$ cat src/rtl/fll_lock_ctrl_if.sv
// Register bus, acquisition control and NCO/status outputs of the FLL lock controller.
interface fll_lock_ctrl_if;
  logic        wr_en;
  logic [2:0]  address;
  logic [31:0] data;
  logic        start;
  logic [31:0] delta;
  logic        delta_valid;
  logic [31:0] phi_inc;
  logic        phi_valid;
  logic        fll_en;
  logic        nco_en;
  logic        locked;
  logic        busy;
  logic [2:0]  state;

  modport master (
    output wr_en, address, data, start, delta, delta_valid,
    input  phi_inc, phi_valid, fll_en, nco_en, locked, busy, state
  );

  modport slave (
    input  wr_en, address, data, start, delta, delta_valid,
    output phi_inc, phi_valid, fll_en, nco_en, locked, busy, state
  );
endinterface

$ cat src/rtl/fll_lock_ctrl.sv
// FLL acquisition controller: coarse NCO frequency sweep, then proportional tracking
// of the FLL frequency error with lock detection.
module fll_lock_ctrl #(
  parameter int MULT        = 300_000,
  parameter int PHI_DEFAULT = 36_151_557,
  parameter int DWELL       = 64
) (
  input logic            clk,
  input logic            reset,
  fll_lock_ctrl_if.slave bus
);

  localparam logic [2:0] S_IDLE   = 3'd0;
  localparam logic [2:0] S_SWEEP  = 3'd1;
  localparam logic [2:0] S_TRACK  = 3'd2;
  localparam logic [2:0] S_LOCKED = 3'd3;
  localparam logic [2:0] S_FAIL   = 3'd4;

  localparam int            DW         = (DWELL > 1) ? $clog2(DWELL) : 1;
  localparam logic [DW-1:0] DWELL_LAST = DW'(DWELL - 1);
  localparam logic [DW-1:0] DWELL_ONE  = DW'(1);
  localparam logic [DW-1:0] DWELL_ZERO = DW'(0);
  localparam logic [31:0]   MULT_W     = 32'(MULT);
  localparam logic [31:0]   PHI_RST    = 32'(PHI_DEFAULT);

  // |v| with the most negative value saturating to the largest positive one
  function automatic logic [31:0] abs_sat(input logic [31:0] v);
    if (v == 32'h8000_0000) begin
      abs_sat = 32'h7FFF_FFFF;
    end else if (v[31]) begin
      abs_sat = 32'd0 - v;
    end else begin
      abs_sat = v;
    end
  endfunction

  logic [31:0]   phi_init_r, step_r, lock_thr_r;
  logic [15:0]   sweep_cnt_r, lock_len_r;
  logic [2:0]    state_r, state_nx_s;
  logic [31:0]   phi_inc_r, phi_nx_s;
  logic          phi_valid_r, phv_nx_s;
  logic          fll_en_r, nco_en_r, locked_r, busy_r;
  logic [15:0]   k_r, k_nx_s, cnt_r, cnt_nx_s;
  logic [DW-1:0] dwell_r, dwell_nx_s;
  logic          hit_r, hit_nx_s;
  logic [31:0]   prod_r, prod_nx_s;
  logic          prod_vld_r, pvld_nx_s;

  logic        ctrl_wr_s, cfg_wr_s, go_s, abort_s, trk_s, in_band_s, end_hit_s;
  logic [15:0] lock_len_eff_s, cnt_inc_s;

  assign ctrl_wr_s      = bus.wr_en && (bus.address == 3'd5);
  assign cfg_wr_s       = bus.wr_en && !busy_r && (bus.address <= 3'd4);
  assign go_s           = bus.start || (ctrl_wr_s && bus.data[0]);
  assign abort_s        = ctrl_wr_s && bus.data[1];
  assign trk_s          = (state_r == S_TRACK) || (state_r == S_LOCKED);
  assign in_band_s      = bus.delta_valid && (abs_sat(bus.delta) <= lock_thr_r);
  assign end_hit_s      = bus.delta_valid ? in_band_s : hit_r;
  assign lock_len_eff_s = (lock_len_r == 16'd0) ? 16'd1 : lock_len_r;
  assign cnt_inc_s      = cnt_r + 16'd1;

  // Configuration registers; frozen while an acquisition is in progress
  always_ff @(posedge clk) begin
    if (reset) begin
      phi_init_r  <= PHI_RST;
      step_r      <= 32'd0;
      sweep_cnt_r <= 16'd0;
      lock_thr_r  <= 32'd1000;
      lock_len_r  <= 16'd16;
    end else if (cfg_wr_s) begin
      case (bus.address)
        3'd0:    phi_init_r  <= bus.data;
        3'd1:    step_r      <= bus.data;
        3'd2:    sweep_cnt_r <= bus.data[15:0];
        3'd3:    lock_thr_r  <= bus.data;
        3'd4:    lock_len_r  <= bus.data[15:0];
        default: phi_init_r  <= phi_init_r;
      endcase
    end
  end

  // Next-state, sweep bookkeeping and tracking update of phi_inc
  always_comb begin
    state_nx_s = state_r;
    phi_nx_s   = phi_inc_r;
    phv_nx_s   = 1'b0;
    k_nx_s     = k_r;
    dwell_nx_s = dwell_r;
    hit_nx_s   = hit_r;
    cnt_nx_s   = cnt_r;
    pvld_nx_s  = trk_s && bus.delta_valid;
    prod_nx_s  = bus.delta * MULT_W;
    if (abort_s) begin
      state_nx_s = S_IDLE;
      phi_nx_s   = phi_init_r;
      pvld_nx_s  = 1'b0;
      k_nx_s     = 16'd0;
      dwell_nx_s = DWELL_ZERO;
      hit_nx_s   = 1'b0;
      cnt_nx_s   = 16'd0;
    end else begin
      case (state_r)
        S_IDLE, S_FAIL: begin
          if (go_s) begin
            phi_nx_s   = phi_init_r;
            k_nx_s     = 16'd0;
            dwell_nx_s = DWELL_ZERO;
            hit_nx_s   = 1'b0;
            cnt_nx_s   = 16'd0;
            if (sweep_cnt_r != 16'd0) begin
              state_nx_s = S_SWEEP;
            end else begin
              state_nx_s = S_TRACK;
            end
          end else if (state_r == S_IDLE) begin
            phi_nx_s = phi_init_r;
          end else begin
            phi_nx_s = phi_inc_r;
          end
        end
        S_SWEEP: begin
          if (dwell_r == DWELL_LAST) begin
            dwell_nx_s = DWELL_ZERO;
            hit_nx_s   = 1'b0;
            if (end_hit_s) begin
              state_nx_s = S_TRACK;
              cnt_nx_s   = 16'd0;
            end else if ((k_r + 16'd1) == sweep_cnt_r) begin
              state_nx_s = S_FAIL;
              k_nx_s     = k_r + 16'd1;
            end else begin
              k_nx_s   = k_r + 16'd1;
              phi_nx_s = phi_inc_r + step_r;
              phv_nx_s = 1'b1;
            end
          end else begin
            dwell_nx_s = dwell_r + DWELL_ONE;
            hit_nx_s   = end_hit_s;
          end
        end
        S_TRACK, S_LOCKED: begin
          // Second pipeline stage: apply the product registered last cycle
          if (prod_vld_r) begin
            phi_nx_s = phi_inc_r - prod_r;
            phv_nx_s = 1'b1;
          end else begin
            phi_nx_s = phi_inc_r;
          end
          if (bus.delta_valid && !in_band_s) begin
            state_nx_s = S_TRACK;
            cnt_nx_s   = 16'd0;
          end else if (in_band_s && (state_r == S_TRACK)) begin
            cnt_nx_s = cnt_inc_s;
            if (cnt_inc_s >= lock_len_eff_s) begin
              state_nx_s = S_LOCKED;
            end else begin
              state_nx_s = S_TRACK;
            end
          end else begin
            cnt_nx_s = cnt_r;
          end
        end
        default: begin
          state_nx_s = S_IDLE;
          phi_nx_s   = phi_init_r;
          pvld_nx_s  = 1'b0;
        end
      endcase
    end
  end

  // State, datapath and registered status outputs
  always_ff @(posedge clk) begin
    if (reset) begin
      state_r     <= S_IDLE;
      phi_inc_r   <= PHI_RST;
      phi_valid_r <= 1'b0;
      k_r         <= 16'd0;
      dwell_r     <= DWELL_ZERO;
      hit_r       <= 1'b0;
      cnt_r       <= 16'd0;
      prod_r      <= 32'd0;
      prod_vld_r  <= 1'b0;
      fll_en_r    <= 1'b0;
      nco_en_r    <= 1'b0;
      locked_r    <= 1'b0;
      busy_r      <= 1'b0;
    end else begin
      state_r     <= state_nx_s;
      phi_inc_r   <= phi_nx_s;
      phi_valid_r <= phv_nx_s;
      k_r         <= k_nx_s;
      dwell_r     <= dwell_nx_s;
      hit_r       <= hit_nx_s;
      cnt_r       <= cnt_nx_s;
      prod_r      <= prod_nx_s;
      prod_vld_r  <= pvld_nx_s;
      fll_en_r    <= (state_nx_s == S_TRACK) || (state_nx_s == S_LOCKED);
      nco_en_r    <= (state_nx_s == S_SWEEP) || (state_nx_s == S_TRACK) ||
                     (state_nx_s == S_LOCKED);
      locked_r    <= (state_nx_s == S_LOCKED);
      busy_r      <= (state_nx_s == S_SWEEP) || (state_nx_s == S_TRACK) ||
                     (state_nx_s == S_LOCKED);
    end
  end

  assign bus.phi_inc   = phi_inc_r;
  assign bus.phi_valid = phi_valid_r;
  assign bus.fll_en    = fll_en_r;
  assign bus.nco_en    = nco_en_r;
  assign bus.locked    = locked_r;
  assign bus.busy      = busy_r;
  assign bus.state     = state_r;

endmodule

$ cat src/flat_wrapper.sv
// flat-port wrapper written by rule: the top's interface ports become plain ports
module fll_lock_ctrl_flat 
#(
  parameter int MULT        = 300_000,
  parameter int PHI_DEFAULT = 36_151_557,
  parameter int DWELL       = 64
)
  (clk, reset, bus_wr_en, bus_address, bus_data, bus_start, bus_delta, bus_delta_valid, bus_phi_inc, bus_phi_valid, bus_fll_en, bus_nco_en, bus_locked, bus_busy, bus_state);
  fll_lock_ctrl_if bus_i ();
  input logic clk;
  input logic reset;
  input wire logic [$bits(bus_i.wr_en)-1:0] bus_wr_en;
  input wire logic [$bits(bus_i.address)-1:0] bus_address;
  input wire logic [$bits(bus_i.data)-1:0] bus_data;
  input wire logic [$bits(bus_i.start)-1:0] bus_start;
  input wire logic [$bits(bus_i.delta)-1:0] bus_delta;
  input wire logic [$bits(bus_i.delta_valid)-1:0] bus_delta_valid;
  output wire logic [$bits(bus_i.phi_inc)-1:0] bus_phi_inc;
  output wire logic [$bits(bus_i.phi_valid)-1:0] bus_phi_valid;
  output wire logic [$bits(bus_i.fll_en)-1:0] bus_fll_en;
  output wire logic [$bits(bus_i.nco_en)-1:0] bus_nco_en;
  output wire logic [$bits(bus_i.locked)-1:0] bus_locked;
  output wire logic [$bits(bus_i.busy)-1:0] bus_busy;
  output wire logic [$bits(bus_i.state)-1:0] bus_state;
  assign bus_i.wr_en = bus_wr_en;
  assign bus_i.address = bus_address;
  assign bus_i.data = bus_data;
  assign bus_i.start = bus_start;
  assign bus_i.delta = bus_delta;
  assign bus_i.delta_valid = bus_delta_valid;
  assign bus_phi_inc = bus_i.phi_inc;
  assign bus_phi_valid = bus_i.phi_valid;
  assign bus_fll_en = bus_i.fll_en;
  assign bus_nco_en = bus_i.nco_en;
  assign bus_locked = bus_i.locked;
  assign bus_busy = bus_i.busy;
  assign bus_state = bus_i.state;
  fll_lock_ctrl #(.MULT(MULT), .PHI_DEFAULT(PHI_DEFAULT), .DWELL(DWELL)) u_core (.clk(clk), .reset(reset), .bus(bus_i));
endmodule
$ cat config.mk
export PLATFORM = sky130hd
export DESIGN_NAME = fll_lock_ctrl_flat
export DESIGN_NICKNAME = d
export VERILOG_FILES = /design/src/rtl/fll_lock_ctrl_if.sv /design/src/rtl/fll_lock_ctrl.sv /design/src/flat_wrapper.sv
export SDC_FILE = /design/constraint.sdc
export NUM_CORES = 1
export LEC_CHECK = 0
export BUFFER_PORTS_ARGS = -buffer_cell sky130_fd_sc_hd__buf_2
export CAP_MARGIN = 0
export CORE_MARGIN = 1.5
export CORE_UTILIZATION = 55
export CTS_CLUSTER_SIZE = 10
export DETAILED_ROUTE_END_ITERATION = 16
export GPL_ROUTABILITY_DRIVEN = 0
export PLACE_DENSITY_LB_ADDON = 0.08
export RECOVER_POWER = 25
export SLEW_MARGIN = 20
export SYNTH_ARGS = -nofsm -noshare
export SYNTH_HDL_FRONTEND = slang
export SYNTH_SLANG_ARGS = --single-unit
$ cat constraint.sdc
create_clock -name clk -period 10.9 [get_ports clk]
set_clock_uncertainty 0.15 [all_clocks]
set_input_delay 1.635 -clock clk [delete_from_list [all_inputs] [get_ports clk]]
set_output_delay 1.635 -clock clk [all_outputs]
set_load 0.02 [all_outputs]
======== After elaboration in Yosys (flattened, before gate mapping) ========
Index checks and enable logic that the tools add are counted.
operators by class
  $add $sub $neg .......................... 6
  $mul .................................... 1
  magnitude comparators ................... 3
  eq/ne operators ......................... 25
  mux-type cells .......................... 42
  bitwise operators ....................... 1
  reductions and logical operators ........ 36
operators by type and width
  operator                                             count
  2-to-1 mux 32 bit                                    9
  2-to-1 mux 16 bit                                    8
  case mux 32 bit (3 select lines)                     1
  case mux 16 bit (3 select lines)                     1
  adder 16 x 1 -> 16 bit, second input constant        2
  adder 32 bit                                         1
  == test 32 bit, second input constant                1
  <= comparator 32 bit                                 1
  multiplier 32 x 14 -> 27 bit, second input constant  1
  case mux 16 bit (2 select lines)                     1
  subtractor 1 x 32 -> 32 bit, first input constant    1
  subtractor 32 bit                                    1
  2-to-1 mux 3 bit                                     7
  == test 3 x 2 -> 1 bit, second input constant        6
  == test 16 bit                                       1
  >= comparator 16 bit                                 1
  zero test 16 bit                                     1
  nonzero test 16 bit                                  1
  2-to-1 mux 6 bit                                     2
  case mux 6 bit (2 select lines)                      1
  AND reduction 2 bit                                  6
  AND reduction 5 bit                                  2
  == test 3 x 1 -> 1 bit, second input constant        3
  == test 3 bit, second input constant                 3
  23 further kinds                                     52
storage, ports and cells
  register bits after elaboration ......... 239

======== Depth between registers and ports, before layout ========
Gate-level depths: netlist of run 1.
  depth after elaboration ................. 13
  depth in mapped cells ................... 23
  depth with buffers taken out ............ 21

======== Least setup slack after synthesis of run 1 ========
OpenSTA, ideal clock, no wires.
  path kind ............................... in2reg
  start ................................... in bus_delta[7]
  end ..................................... reg u_core.prod_r[31]
  data arrival time ....................... 6404 ps
  required time ........................... 10622 ps
  setup slack ............................. 4218 ps
  cell stages on the path ................. 18
  path buffers ............................ 0
  cells stage by stage .................... fa_1 fa_1 ha_1 fa_1 inv_1 fa_1 inv_1 fa_1 ha_1 and3_1 nand3_1 a211oi_1 o41ai_1 a21oi_1 o21ai_0 o21ai_0 xnor2_1 nor2_1
between the ends
  cells in the longest elaborated chain, start to end .. 1
RTL lines
  what                          RTL line              text
  start: declaration            flat_wrapper.sv:16    input wire logic [$bits(bus_i.delta)-1:0] bus_delta;
  multiplier 32 x 14 -> 27 bit  fll_lock_ctrl.sv:92   prod_nx_s = bus.delta * MULT_W;
  end signal: assignment        fll_lock_ctrl.sv:196  prod_r <= prod_nx_s;
  end: declaration              fll_lock_ctrl.sv:46   logic [31:0] prod_r, prod_nx_s;
Every way passes these cells.
A chain may end at the register's enable or synchronous reset.

======== Final worst setup path of run 1 ========
  start ................................... in bus_delta[9]
  end ..................................... reg u_core.prod_r[31]
Same word-level chain as after synthesis.

==> results of run 1 <==
-- tightest hold or removal path, cell delays in order, from the launching register on --
cell and delay [ps]:
dfxtp_1 310, nand2_1 50, a21oi_1 50
-- per-stage QoR --
step / cell area [sq um] / hold WS, ps / cells
after floorplan: 19210 / 286.0 / 2364
after detailed placement: 20030 / 298.4 / 2847
after global routing: 20820 / 328.3 / 2890
after CTS: 20840 / 306.1 / 2889
after global placement: 20030 / 294.1 / 2847
final: 20820 / 309.1 / 2892
-- sequential cells by signal (all words and copies together) (netlist names) --
register              cells
u_core.sweep_cnt_r       16
u_core.prod_vld_r         1
u_core.dwell_r            6
u_core.bus.phi_inc       32
u_core.step_r            32
u_core.phi_init_r        32
u_core.bus.fll_en         1
u_core.lock_thr_r        32
u_core.hit_r              1
u_core.lock_len_r        16
u_core.cnt_r             16
u_core.prod_r            27
u_core.k_r               16
u_core.bus.state          3
u_core.bus.phi_valid      1
u_core.bus.locked         1
u_core.bus.nco_en         1
-- where the power goes --
group | total [mW] | switching (mW) | internal (mW) | leakage, nW
Clock | 0.861 | 0.372 | 0.488 | 0.390
Combinational | 3.19 | 1.87 | 1.32 | 6.68
Sequential | 1.04 | 0.0814 | 0.959 | 1.90
Total | 5.09 | 2.32 | 2.77 | 8.97
-- kinds of logic after synthesis --
logic type      synth area share [%]
buf+inv                        6.357
mux                           0.3192
flops                          24.39
compound gates                 18.84
simple gates                   19.32
fa+ha+maj                      24.93
xor+xnor                       5.836
-- area by class of cell --
class,count,area (sq um)
antenna,3,7.507
clock buffer,41,779.5
clock inverter,1,30.03
fill,3188,13640
inverter,218,818.3
multi-input combinational,1816,13310
sequential,234,4684
tap,455,569.3
timing repair buffer,124,616.8
-- layer usage --
metal | share of wire (%) | routed length [um] | vias to the layer above
met3 | 6.2 | 3499 | 100
met1 | 44 | 24710 | 8159
li1 | - | - | 8251
met5 | 0.023 | 13 | -
met4 | 3.0 | 1715 | 2
met2 | 47 | 26490 | 541
-- final timing paths --
kind | startpoint | endpoint | slack, ps | depth (start not counted)
max reg2reg | u_core.bus.phi_inc[5] | u_core.bus.phi_inc[31] | 7120 | 12
min reg2reg | u_core.phi_init_r[20] | u_core.phi_init_r[20] | 310 | 2
min | u_core.phi_init_r[20] | u_core.phi_init_r[20] | 310 | 2
max | bus_delta[9] | u_core.prod_r[31] | 3930 | 19
-- layout by cell type, fill, tap and decap left out, drive strengths merged, types with 6 or more instances in the layout --
cell type and count:
nor2 126, o31ai 11, or2 9, nand2b 22, inv 218, a41oi 6, o21a 17, nor3 34
nand2 392, nor3b 8, a211oi 29, and3 35, or3 12, xnor2 84, nand3 58, nand4 23
xor2 44, o21ai 93, and2 10, a221oi 8, a22o 10, nor4 18, a21o 40, and4 6
a31oi 14, a311oi 11, a222oi 9, clkbuf 60, dfxtp 234, buf 105, o22ai 7, ha 202
a21oi 235, a22oi 11, nor2b 30, fa 113, o21bai 6, o211ai 17
==> impl_metrics.tcl, run 1 <==
set metrics [dict create \
    grt_setup_unrepaired "false" \
    synth_area_leaders "dfxtp_1 24%, ha_1 13%, fa_1 12%, nand2_1 7.6%, a21oi_1 6.1%" \
    wire_per_inst_um 19.51 \
    worst_pin_slew_ps 3287 \
    synth_warnings 0 \
    synthMostInstantiatedCell "nand2_1" \
    met2_usage_pct 52.47 \
    final_max_slew_viol_count 265 \
    synth_common_cells "391 x nand2_1, 235 x a21oi_1, 234 x dfxtp_1" \
    holdBufCountCts 0 \
    synth_top_cell_by_area "dfxtp_1" \
    ant_nets 0 \
    path_buf_inv 3 \
    gr-usage-met3_pct 3.191 \
    max_slew_margin_pct -119.2 \
    fin_ws_ps 3927 \
    total_power_mw 5.087 \
    grt.overflow.total 0 \
    viasPerCell 5.897 \
    dp_hpwl_mm 42.98 \
    initial_core_util_pct 55.74 \
    nNetsFinal 2809 \
    grt_use_total_pct 31.14 \
    post_cts_resized 0 \
    insertion_delay_ps 570 \
    detailedRoute.firstPassIterationCount 5 \
    synth-seq-area-share_pct 24.39 \
    setup_tns_ps 0 \
    cts_buffers 28 \
    yosys.area.top_type_share_pct 24.39 \
    max-vdd-ir-drop_mv 0.2353 \
    synth_edf_count 0 \
    hold_class "flop to flop" \
    critPathTopFamily "adder cells" \
    clkTransAtPathRegs_ps 60 \
    period_needed_ps 6973 \
    critPathMaxFanout 8 \
    hold_viol 0 \
    clock_sinks 234 \
    synth-seq-cells 234 \
    worstSetupEndpointType "flop" \
    worstPathRequired_ps 11040 \
    routed_wl_mm 56.43 \
    outcome "complete, but fails checks" \
    routed-via-count 17053 \
    die_area_sq_mm 0.03605 \
    portBuffers 111 \
    fp.dieH_um 189.9 \
    postCtsSetupBuffers 0 \
    cts_tree "yes" \
    area_growth_pct 8.390 \
    grt_pass1_wl_mm 88.92 \
    violations "max-capacitance violations, max-slew violations" \
    final_layout_size_suffix_gt1_share_pct 7.272 \
    grt_max_degree 72 \
    io-pin-count 112 \
    powerDensity_mw_per_mm2 244.4 \
    fin_crit_sh_pct 63.97 \
    cts_buffer_depth 3 \
    final_util_pct 60.42 \
    dieWidth_um 189.9 \
    path_cells "buf_2 -> fa_1 -> fa_1 -> ha_1 -> fa_1 -> inv_1 -> fa_1 -> inv_1 -> fa_1 -> ha_1 -> and3_1 -> nand3_1 -> a211oi_1 -> o41ai_1 -> a21oi_1 -> o21ai_0 -> o21ai_0 -> xnor2_1 -> nor2_1" \
    worstPathArrival_ps 7120 \
    grt_pass1_vias 16593 \
    yosysUniqueCellTypes 87 \
    critical_path_class "primary input to flop" \
    ys.flop_type "dfxtp_1" \
    maxCapViolCount 6 \
    fmax_ghz 0.1434 \
    cts_root_buf "clkbuf_16" \
    drc 0 \
    synth_nets 2751 \
    core_area_sq_mm 0.03446 \
    grtUsageMet1_pct 41.97 \
    async_flop_share_pct 0 \
    crit_top_cell "fa_1" \
    avgSynthCellArea_sq_um 8.125 \
    rows 68 \
    pre_cts_ws_ps 3431 \
    initialDrtViolationCount 1426 \
    setup_violations 0 \
    antenna_found_initial 3 \
    busiest_layer "met2" \
    syn_inst 2364 \
    htreeDepth 1 \
    mappedNetlistArea_sq_mm 0.01921 \
    p_leak_nw 8.970 \
    slowest_stage "o41ai_1" \
    worstSetupStartpointType "primary input" \
    cpPeakStageDelay_ps 600 \
]
(Power assumes the default switching activity.)
==> run 2, diff against run 1 <==
Settings changed: ABC_AREA set to 1.
Clock period 10.9 ns to 7.1 ns, I/O delays scaled along.
==> run 2 against run 1 <==
The flow still finishes with violations (max-capacitance violations, max-slew violations). Design area rose by 3.9%. Clock-buffer cell count fell by 4. Sequential cell count did not move. Global-route usage fell by 0.18 points. Via count rose by 11%. Non-clock buffer count fell by 1. Register-to-register slack got worse by 3600 ps. Routed wire length rose by 3.1%. Sequential share of layout area fell by 0.85 points. Critical path depth rose by 8. Clock power rose by 59%. Critical path type unchanged. Critical endpoint is now u_core.bus.phi_inc[31].
==> impl_metrics.tcl, run 2 <==
set metrics [dict create \
    outcome "complete, but fails checks" \
    violations "max-capacitance violations, max-slew violations" \
    antenna_found_initial 3 \
    synthSimpleGateAreaFrac_pct 24.43 \
    final_common_cell "nand2_1" \
    cts_buffer_depth 3 \
    synth_area_leaders "dfxtp_1 24%, ha_1 13%, fa_1 11%, nand2_1 10%, inv_1 7.8%" \
    synth_fa_ha_area_share_pct 24.06 \
    avgSynthCellArea_sq_um 7.035 \
    grt_pass1_wl_mm 94.07 \
    cts_buffers 29 \
    io-pin-count 112 \
    grt_use_total_pct 30.96 \
    grt_setup_unrepaired "false" \
    final_max_slew_viol_count 89 \
    htreeDepth 1 \
    synth_common_cells "530 x nand2_1, 414 x inv_1, 303 x nor2_1" \
    synth_top_cell_by_area "dfxtp_1" \
    grt.overflow.total 0 \
    postCtsSetupBuffers 0 \
    setup_violations 0 \
    routed-via-count 18909 \
    synth.area.mux_share_pct 0 \
    synth_edf_count 0 \
    synth-compound-area-share_pct 15.99 \
    final_layout_size_suffix_gt1_share_pct 5.788 \
    yosys.area.top_type_share_pct 23.53 \
    fin_crit_sh_pct 81.41 \
    insertion_delay_ps 580 \
    grt_max_degree 89 \
    initialDrtViolationCount 1676 \
    worst_pin_slew_ps 2650 \
    clkTransAtPathRegs_ps 60 \
    powerDensity_mw_per_mm2 370.6 \
    period_needed_ps 5780 \
    synth_xor_area_share_pct 2.570 \
    setup_tns_ps 0 \
    synth-seq-area-share_pct 23.53 \
    portBuffers 111 \
    maxCapViolCount 1 \
    p_leak_nw 10.32 \
    worstPathRequired_ps 7400 \
    yosysUniqueCellTypes 54 \
    dp_hpwl_mm 46.06 \
    clock_sinks 234 \
    mappedNetlistArea_sq_mm 0.01991 \
    cpPeakStageDelay_ps 560 \
    worstPathArrival_ps 6090 \
    holdBufCountCts 0 \
    hold_class "flop to flop" \
    final_util_pct 60.83 \
    syn_inst 2830 \
    detailedRoute.firstPassIterationCount 5 \
    cts_tree "yes" \
    fin_ws_ps 1320 \
    worstSetupEndpointType "flop" \
    ant_nets 0 \
    initial_core_util_pct 55.98 \
    worstSetupStartpointType "primary input" \
    fillers 3398 \
    synth_top_family_by_area "simple AND/OR/NAND/NOR gates" \
    area_growth_pct 8.679 \
    cts_root_buf "clkbuf_16" \
    critPathMaxFanout 37 \
    synth-seq-cells 234 \
    dieWidth_um 193.3 \
    die_area_sq_mm 0.03735 \
    post_cts_resized 0 \
    drc 0 \
    wire_per_inst_um 17.20 \
    layout_common_cells "530 x nand2_1, 411 x inv_1, 303 x nor2_1" \
    nNetsFinal 3296 \
    rows 69 \
    fmax_ghz 0.1730 \
    total_power_mw 8.018 \
    max-vdd-ir-drop_mv 0.2614 \
    pre_cts_ws_ps 827.2 \
    routed_wl_mm 58.16 \
    synthMostInstantiatedCell "nand2_1" \
    max_slew_margin_pct -77.64 \
    grt_pass1_vias 17992 \
    core_area_sq_mm 0.03557 \
    viasPerCell 5.591 \
    ys.flop_type "dfxtp_1" \
    synth_warnings 0 \
    async_flop_share_pct 0 \
    slowest_stage "nor2_8" \
    fp.dieH_um 193.3 \
    synth_nets 3217 \
    hold_viol 0 \
    critical_path_class "primary input to flop" \
]
## run 2: changes by cell type in the layout (fill, tap and decap cells not counted), moves of 21 or more
cell      previous run  this run
nor2b_1             30         0
nand4_1             23        44
a21o_1              40        12
buf_2               97        68
nand2b_1            22         0
and3_1              35         1
inv_1              218       411
xnor2_1             84        21
nand3_1             55       159
nand2_1            391       530
o21ai_0             88       246
a21oi_1            234       268
nor2_1             125       303
## run 2: metal layers
metal | GRT usage, % | vias up | routed length (um) | part of all wire (%)
met5 | 0 | - | 0 | 0
li1 | - | 9373 | - | -
met4 | 7.838 | 0 | 1448 | 2.5
met2 | 49.44 | 633 | 25950 | 45
met1 | 44.43 | 8811 | 26220 | 45
met3 | 3.748 | 92 | 4545 | 7.8
## run 2: worst max-delay path: cells and delay by family
kind	cells	cell delay (ps)
adder cells (fa/ha/maj)	2	550
buffers and inverters	4	540
AND/OR/NAND/NOR	21	3910
## run 2: area by class of cell
class | instances | area [sq um] | share of cell area, %
Clock buffer | 37 | 785.8 | 3.631
Sequential cell | 234 | 4684 | 21.65
Timing Repair Buffer | 123 | 588.1 | 2.718
Inverter | 420 | 1579 | 7.297
Tap cell | 461 | 576.8 | 2.666
Antenna cell | 1 | 2.502 | 0.01156
Clock inverter | 5 | 67.56 | 0.3122
Multi-Input combinational cell | 2101 | 13350 | 61.72
## run 2: final timing paths
path / to / depth (start not counted) / slack, ps / start
worst max-delay path: u_core.bus.phi_inc[31] / 27 / 1320 / bus_delta[0]
worst min-delay path: u_core.phi_init_r[14] / 2 / 310 / u_core.phi_init_r[14]
worst max register to register: u_core.bus.nco_en / 21 / 3540 / u_core.cnt_r[0]
worst min register to register: u_core.phi_init_r[14] / 2 / 310 / u_core.phi_init_r[14]
## run 2: cell families after synthesis
kind of cell / after synthesis
adders and majority gates: 315
DFF: 234
xor gates and xnor gates: 56
and+or+nand+nor: 1135
buffers and inverters: 495
AOI/OAI and AO/OA: 595
## run 2: through the flow
stage / instances / instance area, sq um / hold slack, ps
after floorplan: 2830 / 19910 / 273.7
after global placement: 3339 / 20840 / 287.2
after detailed placement: 3339 / 20840 / 296.1
after CTS: 3381 / 21690 / 304.6
after global routing: 3382 / 21640 / 323.1
final: 3382 / 21640 / 308.8
## run 2: power by group
group | switching (mW) | internal, mW | leakage (nW) | total, mW
registers | 0.175 | 1.51 | 1.91 | 1.68
clock network | 0.567 | 0.803 | 0.417 | 1.37
logic | 3.15 | 1.82 | 8.00 | 4.97
total | 3.89 | 4.12 | 10.3 | 8.02
==> run 3, diff against run 2 <==
Clock period 7.1 ns to 5.7 ns, I/O delays scaled along.
==> run 3 against run 2 <==
The run still ends with max-capacitance violations, max-slew violations left. Non-clock buffer count up 56. Design area up 2.0%. Global-route usage down 0.15 points. Register-to-register slack worse by 1500 ps. Highest routed layer unchanged.
==> impl_metrics.tcl, run 3 (synthesis results as in run 2) <==
set metrics [dict create \
    routed-via-count 19282 \
    worstPathArrival_ps 5510 \
    final_util_pct 62.06 \
    area_growth_pct 10.86 \
    crit_start "bus_delta[13]" \
    clkTransAtPathRegs_ps 50 \
    viasPerCell 5.612 \
    initial_core_util_pct 55.98 \
    layout_common_cells "530 x nand2_1, 412 x inv_1, 303 x nor2_1" \
    worstPathRequired_ps 5970 \
    rows 69 \
    grt_use_total_pct 30.81 \
    p_leak_nw 10.62 \
    endpoint "u_core.prod_r[30]" \
    antenna_found_initial 2 \
    cts_root_buf "clkbuf_16" \
    clkPwrFrac_pct 16.1 \
    holdBufCountCts 0 \
    cts_buffers 29 \
    r2r_end "u_core.bus.nco_en" \
    ant_nets 0 \
    postCtsSetupBuffers 0 \
    max_slew_margin_pct -126.0 \
    maxCapViolCount 1 \
    die_area_sq_mm 0.03735 \
    violations "max-capacitance violations, max-slew violations" \
    final_common_cell "nand2_1" \
    p_sw_share_pct 47.69 \
    worst_pin_slew_ps 3372 \
    nNetsFinal 3352 \
    drc 0 \
    final_layout_size_suffix_gt1_share_pct 7.731 \
    grt_pass1_vias 18212 \
    grt_pass1_wl_mm 93.82 \
    initialDrtViolationCount 1418 \
    r2r_slack_ps 2090 \
    htreeDepth 1 \
    power.switching_mw 4.941 \
    core_area_sq_mm 0.03557 \
    worstSetupStartpointType "primary input" \
    dp_hpwl_mm 46.65 \
    seqCellArea_sq_mm 0.004684 \
    post_cts_resized 0 \
    setup_violations 0 \
    outcome "complete, but fails checks" \
    r2r_start "u_core.cnt_r[0]" \
    critical_path_class "primary input to flop" \
    portBuffers 111 \
    pwr-share-comb_pct 63.6 \
    finalHoldWorstSlack_ps 303.4 \
    worstSetupEndpointType "flop" \
    p_seq_share_pct 20.3 \
    cts_buffer_depth 3 \
    hold_class "flop to flop" \
    grt.overflow.total 0 \
    clock_sinks 234 \
    multiInputGateArea_sq_mm 0.01335 \
    num_antenna_cells 0 \
    dieWidth_um 193.3 \
    final_max_slew_viol_count 101 \
    detailedRoute.firstPassIterationCount 8 \
    hold_viol 0 \
    r2r_cells 21 \
    cts_tree "yes" \
    fp.dieH_um 193.3 \
    p_int_mw 5.420 \
    max-vdd-ir-drop_mv 0.3569 \
    insertion_delay_ps 560 \
    hp-start "u_core.phi_init_r[14]" \
    wire_per_inst_um 17.13 \
    fin_crit_sh_pct 91.97 \
    io-pin-count 112 \
    fillers 3330 \
    fmax_ghz 0.1907 \
    critPathMaxFanout 6 \
    routed_wl_mm 58.85 \
    whs_path_depth 2 \
    powerDensity_mw_per_mm2 469.4 \
    period_needed_ps 5243 \
    grt_setup_unrepaired "false" \
    grt_max_degree 101 \
]
run 3: routing by layer:
metal	GRT usage, %	wire (um)	part of all wire, %	vias to the layer above
met5	0	0	0	-
met4	8.900	1685	2.9	0
met3	3.766	4708	8.0	109
met2	49.54	26090	44	722
met1	43.47	26370	45	8951
li1	-	-	-	9500
run 3: worst min-delay path by stage:
stage	end	slack, ps
after global placement	u_core.phi_init_r[14]	280
after CTS	u_core.phi_init_r[14]	300
after global routing	u_core.phi_init_r[14]	320
after detailed placement	u_core.phi_init_r[14]	290
after floorplan	u_core.phi_init_r[14]	270
final	u_core.phi_init_r[14]	300
run 3: stage by stage:
stage | TNS [ps] | instances | setup slack [ps] | total power, mW | area, sq um
4_1_cts | 0 | 3436 | 524.1 | 10.27 | 22130
2_1_floorplan | 0 | 2830 | 392.0 | 6.682 | 19910
6_report | 0 | 3436 | 457.4 | 10.36 | 22070
3_5_place_dp | -54.53 | 3395 | -34.95 | 8.568 | 21290
5_1_grt | 0 | 3436 | 110.6 | 11.30 | 22070
3_3_place_gp | 0 | 3395 | 70.99 | 8.427 | 21290
run 3: cell type report:
cell class                      count  area share (%)
Timing Repair Buffer              179           4.694
Inverter                          420           7.154
Sequential cell                   234           21.22
Clock inverter                      3          0.1020
Clock buffer                       38           3.713
Multi-Input combinational cell   2101           60.50
Tap cell                          461           2.613
run 3: critical path, cell delays in order:
cell,delay [ps]
buf_2,160
fa_1,570
fa_1,440
ha_1,300
inv_1,50
fa_1,480
inv_1,60
fa_1,560
fa_1,420
ha_1,310
nand2_1,90
nor4_1,370
nand4_1,140
nand3_1,150
nand3_1,80
nand2_1,130
a21oi_1,100
o21ai_0,170
a21oi_1,80
run 3: power groups by stage:
stage	Sequential [mW]	Clock, mW	Combinational, mW
floorplan	2.12	0	4.57
global placement	2.11	0	6.31
detailed placement	2.12	0	6.45
CTS	2.08	1.70	6.49
global route	2.12	1.76	7.42
finish	2.10	1.67	6.59
